<file path="config.mk">
export PLATFORM = sky130hd
export DESIGN_NAME = brpred_gshare_btb_flat
export DESIGN_NICKNAME = d
export VERILOG_FILES = /design/src/rtl/brpred_gshare_btb_if.sv /design/src/rtl/brpred_gshare_btb.sv /design/src/flat_wrapper.sv
export SDC_FILE = /design/constraint.sdc
export NUM_CORES = 1
export LEC_CHECK = 0
export BUFFER_PORTS_ARGS = -buffer_cell sky130_fd_sc_hd__buf_2
export CAP_MARGIN = 10
export CORE_UTILIZATION = 40
export DETAILED_ROUTE_END_ITERATION = 12
export PLACE_DENSITY = 0.64
export SYNTH_ARGS = -nofsm -noshare
export SYNTH_HDL_FRONTEND = slang
export SYNTH_SLANG_ARGS = --single-unit
</file>
<file path="constraint.sdc">
create_clock -name clk -period 3.95 [get_ports clk]
set_input_delay 0.395 -clock clk [delete_from_list [all_inputs] [get_ports clk]]
set_output_delay 0.395 -clock clk [all_outputs]
set_load 0.1 [all_outputs]
</file>
<file path="src/rtl/brpred_gshare_btb_if.sv">
// Lookup/update/statistics bundle between the IF/EX pipeline (master) and
// the brpred_gshare_btb branch predictor (slave).
interface brpred_gshare_btb_if #(
   parameter int ADDR_W        = 32,
   parameter int NUM_INDEX_BIT = 6,
   parameter int GHR_BITS      = 6
);
   logic                     rd_valid_i;
   logic [ADDR_W-1:0]        rd_pc_i;
   logic                     pred_taken_o;
   logic [ADDR_W-1:0]        pred_target_o;
   logic                     btb_hit_o;
   logic [NUM_INDEX_BIT-1:0] pred_idx_o;
   logic [GHR_BITS-1:0]      pred_ghr_o;
   logic                     upd_valid_i;
   logic [ADDR_W-1:0]        upd_pc_i;
   logic [NUM_INDEX_BIT-1:0] upd_idx_i;
   logic [GHR_BITS-1:0]      upd_ghr_i;
   logic                     upd_taken_i;
   logic [ADDR_W-1:0]        upd_target_i;
   logic                     upd_miss_i;
   logic [31:0]              stat_lookups_o;
   logic [31:0]              stat_misses_o;

   modport master (
      output rd_valid_i, rd_pc_i,
      output upd_valid_i, upd_pc_i, upd_idx_i, upd_ghr_i, upd_taken_i, upd_target_i, upd_miss_i,
      input  pred_taken_o, pred_target_o, btb_hit_o, pred_idx_o, pred_ghr_o,
      input  stat_lookups_o, stat_misses_o
   );

   modport slave (
      input  rd_valid_i, rd_pc_i,
      input  upd_valid_i, upd_pc_i, upd_idx_i, upd_ghr_i, upd_taken_i, upd_target_i, upd_miss_i,
      output pred_taken_o, pred_target_o, btb_hit_o, pred_idx_o, pred_ghr_o,
      output stat_lookups_o, stat_misses_o
   );
endinterface

</file>
<file path="src/rtl/brpred_gshare_btb.sv">
// gshare direction predictor with a direct-mapped tagged BTB for the IF stage.
// Define BRPRED_STATS_EN to build the lookup/mispredict statistics counters.
module brpred_gshare_btb #(
   parameter int ADDR_W        = 32,
   parameter int NUM_INDEX_BIT = 6,
   parameter int GHR_BITS      = 6,
   parameter int CNT_BITS      = 2,
   parameter int BTB_INDEX_BIT = 4,
   parameter int TAG_BITS      = 8
) (
   input logic                clk,
   input logic                rst_n,
   input logic                stall_i,
   brpred_gshare_btb_if.slave bp
);
   localparam int PHT_N = 1 << NUM_INDEX_BIT;
   localparam int BTB_N = 1 << BTB_INDEX_BIT;
   localparam logic [CNT_BITS-1:0] CNT_INIT = CNT_BITS'((1 << (CNT_BITS - 1)) - 1);
   localparam logic [CNT_BITS-1:0] CNT_MAX  = {CNT_BITS{1'b1}};
   localparam logic [CNT_BITS-1:0] CNT_ZERO = {CNT_BITS{1'b0}};
   localparam logic [CNT_BITS-1:0] CNT_ONE  = CNT_BITS'(1);

   // Shift one outcome into the youngest history position.
   function automatic logic [GHR_BITS-1:0] hist_push(input logic [GHR_BITS-1:0] h, input logic b);
      return GHR_BITS'({h, b});
   endfunction

   logic [CNT_BITS-1:0]      pht_r [PHT_N];
   logic                     btb_valid_r [BTB_N];
   logic [TAG_BITS-1:0]      btb_tag_r [BTB_N];
   logic [ADDR_W-1:0]        btb_tgt_r [BTB_N];
   logic [GHR_BITS-1:0]      ghr_r;

   logic [NUM_INDEX_BIT-1:0] rd_idx_s;
   logic [BTB_INDEX_BIT-1:0] rd_set_s;
   logic [TAG_BITS-1:0]      rd_tag_s;
   logic                     hit_s;
   logic                     taken_s;
   logic [BTB_INDEX_BIT-1:0] upd_set_s;
   logic [TAG_BITS-1:0]      upd_tag_s;
   logic                     pht_we_s;
   logic                     btb_we_s;
   logic [CNT_BITS-1:0]      cnt_cur_s;
   logic [CNT_BITS-1:0]      cnt_nxt_s;
   logic [GHR_BITS-1:0]      ghr_nxt_s;
   logic                     unused_s;

   // Zero-latency lookup; reads see table contents before this cycle's update.
   assign rd_idx_s  = bp.rd_pc_i[NUM_INDEX_BIT+1:2] ^ NUM_INDEX_BIT'(ghr_r);
   assign rd_set_s  = bp.rd_pc_i[BTB_INDEX_BIT+1:2];
   assign rd_tag_s  = bp.rd_pc_i[BTB_INDEX_BIT+TAG_BITS+1:BTB_INDEX_BIT+2];
   assign hit_s     = btb_valid_r[rd_set_s] && (btb_tag_r[rd_set_s] == rd_tag_s);
   assign taken_s   = hit_s && pht_r[rd_idx_s][CNT_BITS-1];

   assign bp.btb_hit_o     = hit_s;
   assign bp.pred_taken_o  = taken_s;
   assign bp.pred_target_o = hit_s ? btb_tgt_r[rd_set_s] : {ADDR_W{1'b0}};
   assign bp.pred_idx_o    = rd_idx_s;
   assign bp.pred_ghr_o    = ghr_r;

   assign upd_set_s = bp.upd_pc_i[BTB_INDEX_BIT+1:2];
   assign upd_tag_s = bp.upd_pc_i[BTB_INDEX_BIT+TAG_BITS+1:BTB_INDEX_BIT+2];
   assign pht_we_s  = !stall_i && bp.upd_valid_i;
   assign btb_we_s  = pht_we_s && bp.upd_taken_i;
   assign unused_s  = ^{bp.rd_pc_i, bp.upd_pc_i};

   // Saturating counter step for the resolved branch.
   always_comb begin
      cnt_cur_s = pht_r[bp.upd_idx_i];
      cnt_nxt_s = cnt_cur_s;
      if (bp.upd_taken_i) begin
         if (cnt_cur_s != CNT_MAX) cnt_nxt_s = cnt_cur_s + CNT_ONE;
         else                      cnt_nxt_s = cnt_cur_s;
      end else begin
         if (cnt_cur_s != CNT_ZERO) cnt_nxt_s = cnt_cur_s - CNT_ONE;
         else                       cnt_nxt_s = cnt_cur_s;
      end
   end

   // History next state: a mispredict repair overrides the speculative shift.
   always_comb begin
      ghr_nxt_s = ghr_r;
      if (stall_i) begin
         ghr_nxt_s = ghr_r;
      end else if (bp.upd_valid_i && bp.upd_miss_i) begin
         ghr_nxt_s = hist_push(bp.upd_ghr_i, bp.upd_taken_i);
      end else if (bp.rd_valid_i && hit_s) begin
         ghr_nxt_s = hist_push(ghr_r, taken_s);
      end else begin
         ghr_nxt_s = ghr_r;
      end
   end

   // Global history register.
   always_ff @(posedge clk or negedge rst_n) begin
      if (!rst_n) ghr_r <= {GHR_BITS{1'b0}};
      else        ghr_r <= ghr_nxt_s;
   end

   // Pattern history table.
   always_ff @(posedge clk or negedge rst_n) begin
      if (!rst_n) begin
         for (int i = 0; i < PHT_N; i++) pht_r[i] <= CNT_INIT;
      end else if (pht_we_s) begin
         pht_r[bp.upd_idx_i] <= cnt_nxt_s;
      end
   end

   // BTB valid bits; only these need reset since tag/target are qualified by them.
   always_ff @(posedge clk or negedge rst_n) begin
      if (!rst_n) begin
         for (int i = 0; i < BTB_N; i++) btb_valid_r[i] <= 1'b0;
      end else if (btb_we_s) begin
         btb_valid_r[upd_set_s] <= 1'b1;
      end
   end

   // BTB tag and target payload.
   always_ff @(posedge clk) begin
      if (btb_we_s) begin
         btb_tag_r[upd_set_s] <= upd_tag_s;
         btb_tgt_r[upd_set_s] <= bp.upd_target_i;
      end
   end

`ifdef BRPRED_STATS_EN
   logic [31:0] stat_lookups_r;
   logic [31:0] stat_misses_r;

   // Wrapping statistics counters.
   always_ff @(posedge clk or negedge rst_n) begin
      if (!rst_n) begin
         stat_lookups_r <= 32'd0;
         stat_misses_r  <= 32'd0;
      end else if (!stall_i) begin
         if (bp.rd_valid_i && hit_s) stat_lookups_r <= stat_lookups_r + 32'd1;
         if (bp.upd_valid_i && bp.upd_miss_i) stat_misses_r <= stat_misses_r + 32'd1;
      end
   end

   assign bp.stat_lookups_o = stat_lookups_r;
   assign bp.stat_misses_o  = stat_misses_r;
`else
   assign bp.stat_lookups_o = 32'd0;
   assign bp.stat_misses_o  = 32'd0;
`endif
endmodule

</file>
<file path="src/flat_wrapper.sv">
// flat-port wrapper written by rule: the top's interface ports become plain ports
module brpred_gshare_btb_flat 
#(
   parameter int ADDR_W        = 32,
   parameter int NUM_INDEX_BIT = 6,
   parameter int GHR_BITS      = 6,
   parameter int CNT_BITS      = 2,
   parameter int BTB_INDEX_BIT = 4,
   parameter int TAG_BITS      = 8
)
  (clk, rst_n, stall_i, bp_rd_valid_i, bp_rd_pc_i, bp_upd_valid_i, bp_upd_pc_i, bp_upd_idx_i, bp_upd_ghr_i, bp_upd_taken_i, bp_upd_target_i, bp_upd_miss_i, bp_pred_taken_o, bp_pred_target_o, bp_btb_hit_o, bp_pred_idx_o, bp_pred_ghr_o, bp_stat_lookups_o, bp_stat_misses_o);
  brpred_gshare_btb_if #(.ADDR_W(ADDR_W), .NUM_INDEX_BIT(NUM_INDEX_BIT), .GHR_BITS(GHR_BITS)) bp_i ();
  input logic clk;
  input logic rst_n;
  input logic stall_i;
  input wire logic [$bits(bp_i.rd_valid_i)-1:0] bp_rd_valid_i;
  input wire logic [$bits(bp_i.rd_pc_i)-1:0] bp_rd_pc_i;
  input wire logic [$bits(bp_i.upd_valid_i)-1:0] bp_upd_valid_i;
  input wire logic [$bits(bp_i.upd_pc_i)-1:0] bp_upd_pc_i;
  input wire logic [$bits(bp_i.upd_idx_i)-1:0] bp_upd_idx_i;
  input wire logic [$bits(bp_i.upd_ghr_i)-1:0] bp_upd_ghr_i;
  input wire logic [$bits(bp_i.upd_taken_i)-1:0] bp_upd_taken_i;
  input wire logic [$bits(bp_i.upd_target_i)-1:0] bp_upd_target_i;
  input wire logic [$bits(bp_i.upd_miss_i)-1:0] bp_upd_miss_i;
  output wire logic [$bits(bp_i.pred_taken_o)-1:0] bp_pred_taken_o;
  output wire logic [$bits(bp_i.pred_target_o)-1:0] bp_pred_target_o;
  output wire logic [$bits(bp_i.btb_hit_o)-1:0] bp_btb_hit_o;
  output wire logic [$bits(bp_i.pred_idx_o)-1:0] bp_pred_idx_o;
  output wire logic [$bits(bp_i.pred_ghr_o)-1:0] bp_pred_ghr_o;
  output wire logic [$bits(bp_i.stat_lookups_o)-1:0] bp_stat_lookups_o;
  output wire logic [$bits(bp_i.stat_misses_o)-1:0] bp_stat_misses_o;
  assign bp_i.rd_valid_i = bp_rd_valid_i;
  assign bp_i.rd_pc_i = bp_rd_pc_i;
  assign bp_i.upd_valid_i = bp_upd_valid_i;
  assign bp_i.upd_pc_i = bp_upd_pc_i;
  assign bp_i.upd_idx_i = bp_upd_idx_i;
  assign bp_i.upd_ghr_i = bp_upd_ghr_i;
  assign bp_i.upd_taken_i = bp_upd_taken_i;
  assign bp_i.upd_target_i = bp_upd_target_i;
  assign bp_i.upd_miss_i = bp_upd_miss_i;
  assign bp_pred_taken_o = bp_i.pred_taken_o;
  assign bp_pred_target_o = bp_i.pred_target_o;
  assign bp_btb_hit_o = bp_i.btb_hit_o;
  assign bp_pred_idx_o = bp_i.pred_idx_o;
  assign bp_pred_ghr_o = bp_i.pred_ghr_o;
  assign bp_stat_lookups_o = bp_i.stat_lookups_o;
  assign bp_stat_misses_o = bp_i.stat_misses_o;
  brpred_gshare_btb #(.ADDR_W(ADDR_W), .NUM_INDEX_BIT(NUM_INDEX_BIT), .GHR_BITS(GHR_BITS), .CNT_BITS(CNT_BITS), .BTB_INDEX_BIT(BTB_INDEX_BIT), .TAG_BITS(TAG_BITS)) u_core (.clk(clk), .rst_n(rst_n), .stall_i(stall_i), .bp(bp_i));
endmodule
</file>
==> results of run 1 <==
[report_power, final]
part	total (mW)	switching [mW]	internal (mW)
combinational	1.94	1.27	0.670
sequential	9.45	0.152	9.30
clock	7.66	3.25	4.41
total	19.0	4.67	14.4
[sequential cells by signal, summed over array words and instances, names as in the netlist]
signal / count
u_core.pht_r: 128
u_core.btb_tgt_r: 512
u_core.btb_valid_r: 16
u_core.btb_tag_r: 128
u_core.bp.pred_ghr_o: 6
[metrics by stage]
stage | instance area (um^2) | power [mW]
6_report | 38500 | 19.05
5_1_grt | 38490 | 19.68
4_1_cts | 38470 | 19.20
3_5_place_dp | 35740 | 11.55
3_3_place_gp | 35740 | 11.49
2_1_floorplan | 33380 | 11.03
[worst min-delay path by stage]
stage / to / cells past startpoint / from
3_5_place_dp: u_core.btb_valid_r[10] / 1 / u_core.btb_valid_r[10]
5_1_grt: u_core.btb_tgt_r[5][21] / 1 / bp_upd_target_i[21]
3_3_place_gp: u_core.btb_valid_r[2] / 1 / u_core.btb_valid_r[2]
4_1_cts: u_core.btb_tgt_r[14][26] / 1 / bp_upd_target_i[26]
6_report: u_core.btb_tgt_r[8][21] / 1 / bp_upd_target_i[21]
2_1_floorplan: u_core.bp.pred_ghr_o[0] / 0 / rst_n
[cells in the mapped netlist, drive strengths merged (8+ instances only)]
cell type / number
edfxtp: 640
mux4: 214
nor2: 123
buf: 115
nand2: 104
dfrtp: 86
a21oi: 73
o21ai: 70
dfstp: 64
clkbuf: 62
mux2i: 51
nor2b: 42
o31ai: 29
a31oi: 24
mux2: 17
or2: 17
nor3: 14
a22oi: 13
nand3: 12
nor3b: 12
o22ai: 11
inv: 8
[worst register-to-register path, cell delays in order, from the launching register on]
cell and delay, ns:
sky130_fd_sc_hd__edfxtp_1 0.38, sky130_fd_sc_hd__mux4_1 0.51, sky130_fd_sc_hd__mux4_2 0.47, sky130_fd_sc_hd__xor2_1 0.19, sky130_fd_sc_hd__a2111oi_4 0.47, sky130_fd_sc_hd__buf_4 0.19
sky130_fd_sc_hd__buf_4 0.15, sky130_fd_sc_hd__a41oi_2 0.22, sky130_fd_sc_hd__a221o_1 0.40
[logic make-up after synthesis]
group | synth area share, %
flops | 69.63
simple gates | 5.261
mux | 16.70
compound gates | 4.940
buf+inv | 3.099
xor+xnor | 0.2873
fa+ha+maj | 0.06425
other cells | 0.01133
[cells in the final DEF, fill, tap and decap left out, types with 20 or more instances in the layout]
cell                        Yosys  layout
sky130_fd_sc_hd__nand2_1      104     104
sky130_fd_sc_hd__o31ai_1       29      29
sky130_fd_sc_hd__clkbuf_1      62      25
sky130_fd_sc_hd__edfxtp_1     640     640
sky130_fd_sc_hd__nor2b_1       42      34
sky130_fd_sc_hd__buf_2         22      80
sky130_fd_sc_hd__conb_1         1      64
sky130_fd_sc_hd__dfstp_2       64      64
sky130_fd_sc_hd__buf_4         72      69
sky130_fd_sc_hd__a31oi_1       24      24
sky130_fd_sc_hd__a21oi_1       73      73
sky130_fd_sc_hd__o21ai_0       70      70
sky130_fd_sc_hd__dfrtp_1       86      86
sky130_fd_sc_hd__mux4_2       212     212
sky130_fd_sc_hd__mux2i_1       51      51
sky130_fd_sc_hd__nor2_1       123     110
sky130_fd_sc_hd__clkinv_1       1      20
sky130_fd_sc_hd__clkbuf_16      0      83
sky130_fd_sc_hd__buf_12         0      47
[routing by layer]
metal | part of all wire, % | GRT usage, %
met1 | 41 | 25.77
met2 | 50 | 31.09
met3 | 6.2 | 3.469
met4 | 2.1 | 5.118
met5 | 0.11 | 0
[cell type report]
| type | count | area share [%] |
|---|---|---|
| Sequential cell | 790 | 59.87 |
| Multi-Input combinational cell | 983 | 24.54 |
| Clock inverter | 41 | 1.261 |
| Antenna cell | 5 | 0.03250 |
| Inverter | 9 | 0.08774 |
| Timing Repair Buffer | 200 | 4.953 |
| Clock buffer | 112 | 5.781 |
| Tap cell | 1070 | 3.477 |
[timing repair]
action,CTS,global route
pin swaps,1,1
gates resized for setup,2,6
endpoints found under the hold margin,70,0
hold buffers,1,0
buffers inserted,1,0
setup endpoints to repair,24,33
==> impl_metrics.json, run 1 <==
{
  "most_area_consuming_cells_after_synthesis": "sky130_fd_sc_hd__edfxtp_1 58%, sky130_fd_sc_hd__mux4_2 14%, sky130_fd_sc_hd__dfrtp_1 6.5%",
  "syn_avg_cell_area_um2": 17.46,
  "setup.worst_path.end_class": "primary output",
  "timing.critical_path.from_type": "flop",
  "regArea_mm2": 0.02305,
  "multi_input_comb_area_mm2": 0.009447,
  "ys_ff_latch": 790,
  "timing.critical_path.mode_cell": "sky130_fd_sc_hd__buf_12",
  "filler_cell_count": 6919,
  "cpLargestDelayFamily": "multiplexers",
  "timing.setup.tns_ns": 0,
  "cp_data_arrival_time_ns": 3.53,
  "synth_enable_flop_cells": 640,
  "cellLeakagePower_nw": 12.96,
  "drv_slew": 0,
  "seq_area_frac_synth_pct": 69.63,
  "setup_slack_ns": 0.02302,
  "layout-drive-gt1-share_pct": 30.87,
  "core_region_area_mm2": 0.08198,
  "max_stage_delay_ns": 0.51,
  "grt_setup_unrepaired": "true",
  "yosys_top_cell_area_share_pct": 58.05,
  "pwrdens_mw_per_mm2": 494.7,
  "fmax_mhz": 254.6,
  "report.final.setup_viol": 0,
  "num_vias": 18015,
  "hold_path.class": "input pin to flop",
  "path_max_fanout": 34,
  "worst-setup-path-type": "flop to primary output",
  "dp_worst_setup_slack_ns": 0.2595,
  "initial_utilization_pct": 40.38,
  "tritoncts_num_sinks": 790,
  "timing.clock.skew_ns": 0.06663,
  "place.detailed.instances": 3050,
  "asyncSetResetFlopFracSynth_pct": 18.99,
  "largest_net_degree_at_the_start_of_global_routing": 105,
  "hold_viol_final": 0,
  "timing.critical_path.cells": "mux4_1 -> mux4_2 -> xor2_1 -> a2111oi_4 -> nand3_2 -> buf_12 -> nor2b_1 -> buf_12",
  "critPathCapture": "bp_pred_target_o[13]",
  "finish.utilization_pct": 46.97,
  "placement_rows": 105,
  "wl_per_cell_um": 24.41,
  "insertion_delay_ns": 0.65,
  "cts_max_path_buffers": 3,
  "yosys_warnings": 0,
  "drt_drc_violations_left": 0,
  "clock_pin_slew_reported_for_the_worst_setup_and_hold_paths_after_clock_tree_synthesis_ns": 0.06,
  "wire_length_of_the_first_global_routing_pass_mm": 116.8,
  "cp_num_cells": 8,
  "fp.dieH_um": 289.7,
  "post_synth_top_area_cell": "sky130_fd_sc_hd__edfxtp_1",
  "regToRegSetupSlack_ns": 0.81,
  "wl_mm": 78.35,
  "place.port_buffers": 119,
  "routabilityCongestion": 0.8683,
  "vias_per_cell": 5.612,
  "reg2regPathDepth": 8,
  "dp.final_hpwl_mm": 45.26,
  "worst_slew_margin_rel_pct": 29.65,
  "cts_tree": "done",
  "die_x_um": 289.7,
  "syn_inst": 1896,
  "initial_antenna_violation_count": 17,
  "timing.rr.end": "u_core.bp.pred_ghr_o[5]",
  "worstPathRequired_ns": 3.56,
  "max_cap_violations": 0,
  "grt_pass1_vias": 18401,
  "finalNonFillerCells": 3210,
  "period_share_pct": 99.42,
  "die_area_mm2": 0.08391,
  "ctsRootBufferMaster": "sky130_fd_sc_hd__clkbuf_16",
  "min_period_ns": 3.927,
  "worst-path-buf-inv": 2,
  "irDropWorstVdd_mv": 0.3645,
  "syn_area_mm2": 0.03310,
  "worst_margin_slew_ns": 1.055,
  "detailedRoute.firstPassIterationCount": 5,
  "holdWs_ns": 0.1150,
  "grt_util_all_layers_pct": 18.87,
  "cts_made_buffers": 83,
  "yosys.cell_types.count": 64,
  "status": "complete, no violations",
  "io_pins": 225,
  "num-nets-final": 2182,
  "critPathSlowestCell": "sky130_fd_sc_hd__mux4_1",
  "worstSetupStartpoint": "u_core.btb_tag_r[7][5]",
  "remaining_overflow_grt": 0,
  "initialDrtViolationCount": 1662,
  "cts_max_level": 3,
  "drtAntennaViolNets": 0,
  "rr_startpoint": "u_core.btb_tag_r[7][5]",
  "areaGrowthSynthToFinish_pct": 16.31,
  "synth-main-ff-cell": "sky130_fd_sc_hd__edfxtp_1"
}
Power figures use the tool's default switching activity.
==> inputs of run 2 (changes only) <==
--- a/config.mk
+++ b/config.mk
@@ -7,6 +7,7 @@
 export LEC_CHECK = 0
 export BUFFER_PORTS_ARGS = -buffer_cell sky130_fd_sc_hd__buf_2
 export CAP_MARGIN = 10
+export CORE_MARGIN = 2
 export CORE_UTILIZATION = 40
 export DETAILED_ROUTE_END_ITERATION = 12
 export PLACE_DENSITY = 0.64
==> run 2 against run 1 <==
Compared with the run above:
- clock-buffer cell count shrank 15
- via count is essentially flat
- combinational power grew 2%
- first-iteration DRC count grew 0.72%
- power grew 0.59%
==> impl_metrics.json, run 2 (synthesis results as in run 1) <==
{
  "worst_margin_slew_ns": 1.171,
  "timing.clock.skew_ns": 0.01974,
  "dp.final_hpwl_mm": 46.81,
  "insertion_delay_ns": 0.63,
  "fmax_mhz": 262.8,
  "timing.critical_path.from_type": "flop",
  "initialDrtViolationCount": 1674,
  "irDropWorstVdd_mv": 0.3242,
  "vias_per_cell": 5.601,
  "hold_path.class": "input pin to flop",
  "wl_per_cell_um": 24.39,
  "post_dp_cell_area_mm2": 0.03575,
  "period_share_pct": 96.34,
  "cts_max_path_buffers": 3,
  "tritoncts_num_sinks": 790,
  "finish.utilization_pct": 47.07,
  "worstPathRequired_ns": 3.56,
  "dp_worst_setup_slack_ns": 0.1435,
  "regToRegSetupSlack_ns": 0.91,
  "cp_data_arrival_time_ns": 3.41,
  "detailedRoute.firstPassIterationCount": 5,
  "min_period_ns": 3.805,
  "critPathSlowestCell": "sky130_fd_sc_hd__mux4_2",
  "initial_antenna_violation_count": 15,
  "fp.dieH_um": 291.7,
  "placement_rows": 105,
  "layout-drive-gt1-share_pct": 31.76,
  "grt_util_all_layers_pct": 18.41,
  "areaGrowthSynthToFinish_pct": 16.56,
  "timing.setup.tns_ns": 0,
  "cellLeakagePower_nw": 13.03,
  "ctsRootBufferMaster": "sky130_fd_sc_hd__clkbuf_16",
  "design_power_total_mw": 19.16,
  "clock_pin_slew_reported_for_the_worst_setup_and_hold_paths_after_clock_tree_synthesis_ns": 0.06,
  "hold_viol_final": 0,
  "grt_setup_unrepaired": "true",
  "largest_register_ff_count": 512,
  "drtAntennaViolNets": 0,
  "filler_cell_count": 6873,
  "remaining_overflow_grt": 0,
  "routabilityCongestion": 0.8673,
  "cts_max_level": 3,
  "wl_mm": 78.42,
  "cts_tree": "done",
  "wire_length_of_the_first_global_routing_pass_mm": 117.7,
  "pwrdens_mw_per_mm2": 496.5,
  "place.port_buffers": 119,
  "stdcell_area_mm2": 0.03859,
  "timing.critical_path.cells": "mux4_2 -> a22o_1 -> a221oi_1 -> xnor2_1 -> a2111oi_4 -> nand3_2 -> buf_12 -> nor2b_1 -> buf_12",
  "die_x_um": 291.7,
  "most_frequent_cells_in_the_layout": "640 x sky130_fd_sc_hd__edfxtp_1, 212 x sky130_fd_sc_hd__mux4_2, 110 x sky130_fd_sc_hd__nor2_1",
  "drv_slew": 0,
  "grt_pass1_vias": 18498,
  "layout_commonest_cell": "sky130_fd_sc_hd__edfxtp_1",
  "drt_drc_violations_left": 0,
  "largest_net_degree_at_the_start_of_global_routing": 94,
  "path_max_fanout": 34,
  "timing.critical_path.mode_cell": "sky130_fd_sc_hd__buf_12",
  "io_pins": 225,
  "setup_slack_ns": 0.1446,
  "status": "complete, no violations",
  "initial_utilization_pct": 40.38,
  "report.final.setup_viol": 0,
  "biggest_regs": "u_core.btb_tgt_r (512), u_core.btb_tag_r (128), u_core.pht_r (128)",
  "worst-setup-path-type": "flop to primary output",
  "holdWs_ns": 0.1116,
  "cts_made_buffers": 80,
  "num-nets-final": 2192,
  "num_vias": 18008,
  "finalNonFillerCells": 3215,
  "max_cap_violations": 0,
  "top_register": "u_core.btb_tgt_r",
  "core_region_area_mm2": 0.08198,
  "die_area_mm2": 0.08508,
  "place.detailed.instances": 3056,
  "max_stage_delay_ns": 0.47,
  "worst_slew_margin_rel_pct": 21.94,
  "setup.worst_path.end_class": "primary output"
}
run 2: cell types whose count changed in the layout (fill, tap and decap cells not counted), sizes merged:
cell      change
buf          +13
bufinv        +3
clkbuf       -15
clkinv        +8
clkinvlp      +3
diode         -1
inv           -6
run 2: area by class of cell:
class / count / area (um^2) / share of cell area (%)
diodes: 4 / 10.01 / 0.02594
inverters: 9 / 41.29 / 0.1070
repair buffers: 213 / 1967 / 5.097
clock inverters: 49 / 590.6 / 1.530
well taps: 1070 / 1339 / 3.470
clock buffers: 97 / 2127 / 5.512
multi-input cells: 983 / 9460 / 24.52
flip-flops and latches: 790 / 23050 / 59.74
run 2: final timing paths:
kind,cells past startpoint,from,endpoint
max in group asynchronous,3,rst_n,u_core.pht_r[106]
setup reg to reg,11,u_core.bp.pred_ghr_o[2],u_core.bp.pred_ghr_o[0]
setup / recovery,9,u_core.btb_tag_r[13][3],bp_pred_target_o[24]
hold / removal,1,bp_upd_target_i[11],u_core.btb_tgt_r[11][11]
hold reg to reg,1,u_core.btb_valid_r[5],u_core.btb_valid_r[5]
min in group asynchronous,2,rst_n,u_core.pht_r[73]
run 2: worst max-delay path: cells and delay by family, from the launching register on:
family	cells	cell delay (ns)
buffers and inverters	2	0.43
AND/OR/NAND/NOR	2	0.42
multiplexers	1	0.47
XOR/XNOR	1	0.15
flip-flops	1	0.35
AO/OA/AOI/OAI	3	0.93
run 2: what timing repair did:
item,in CTS,in global routing
setup endpoints to repair,5,31
gates resized for setup,4,6
pin swaps,0,2
buffers inserted,3,5
endpoints found under the hold margin,65,0
hold buffers,1,0
run 2: power breakdown:
group          internal (mW)  switching [mW]  leakage [nW]
clock                   4.47            3.26          1.32
sequential              9.30           0.151          7.54
combinational          0.694            1.29          4.17
run 2: routing by layer:
layer / routed length [um] / global-route usage (%)
met1: 31460 / 23.89
met5: 91 / 0
met3: 5005 / 3.539
met4: 1743 / 5.356
met2: 40120 / 31.55
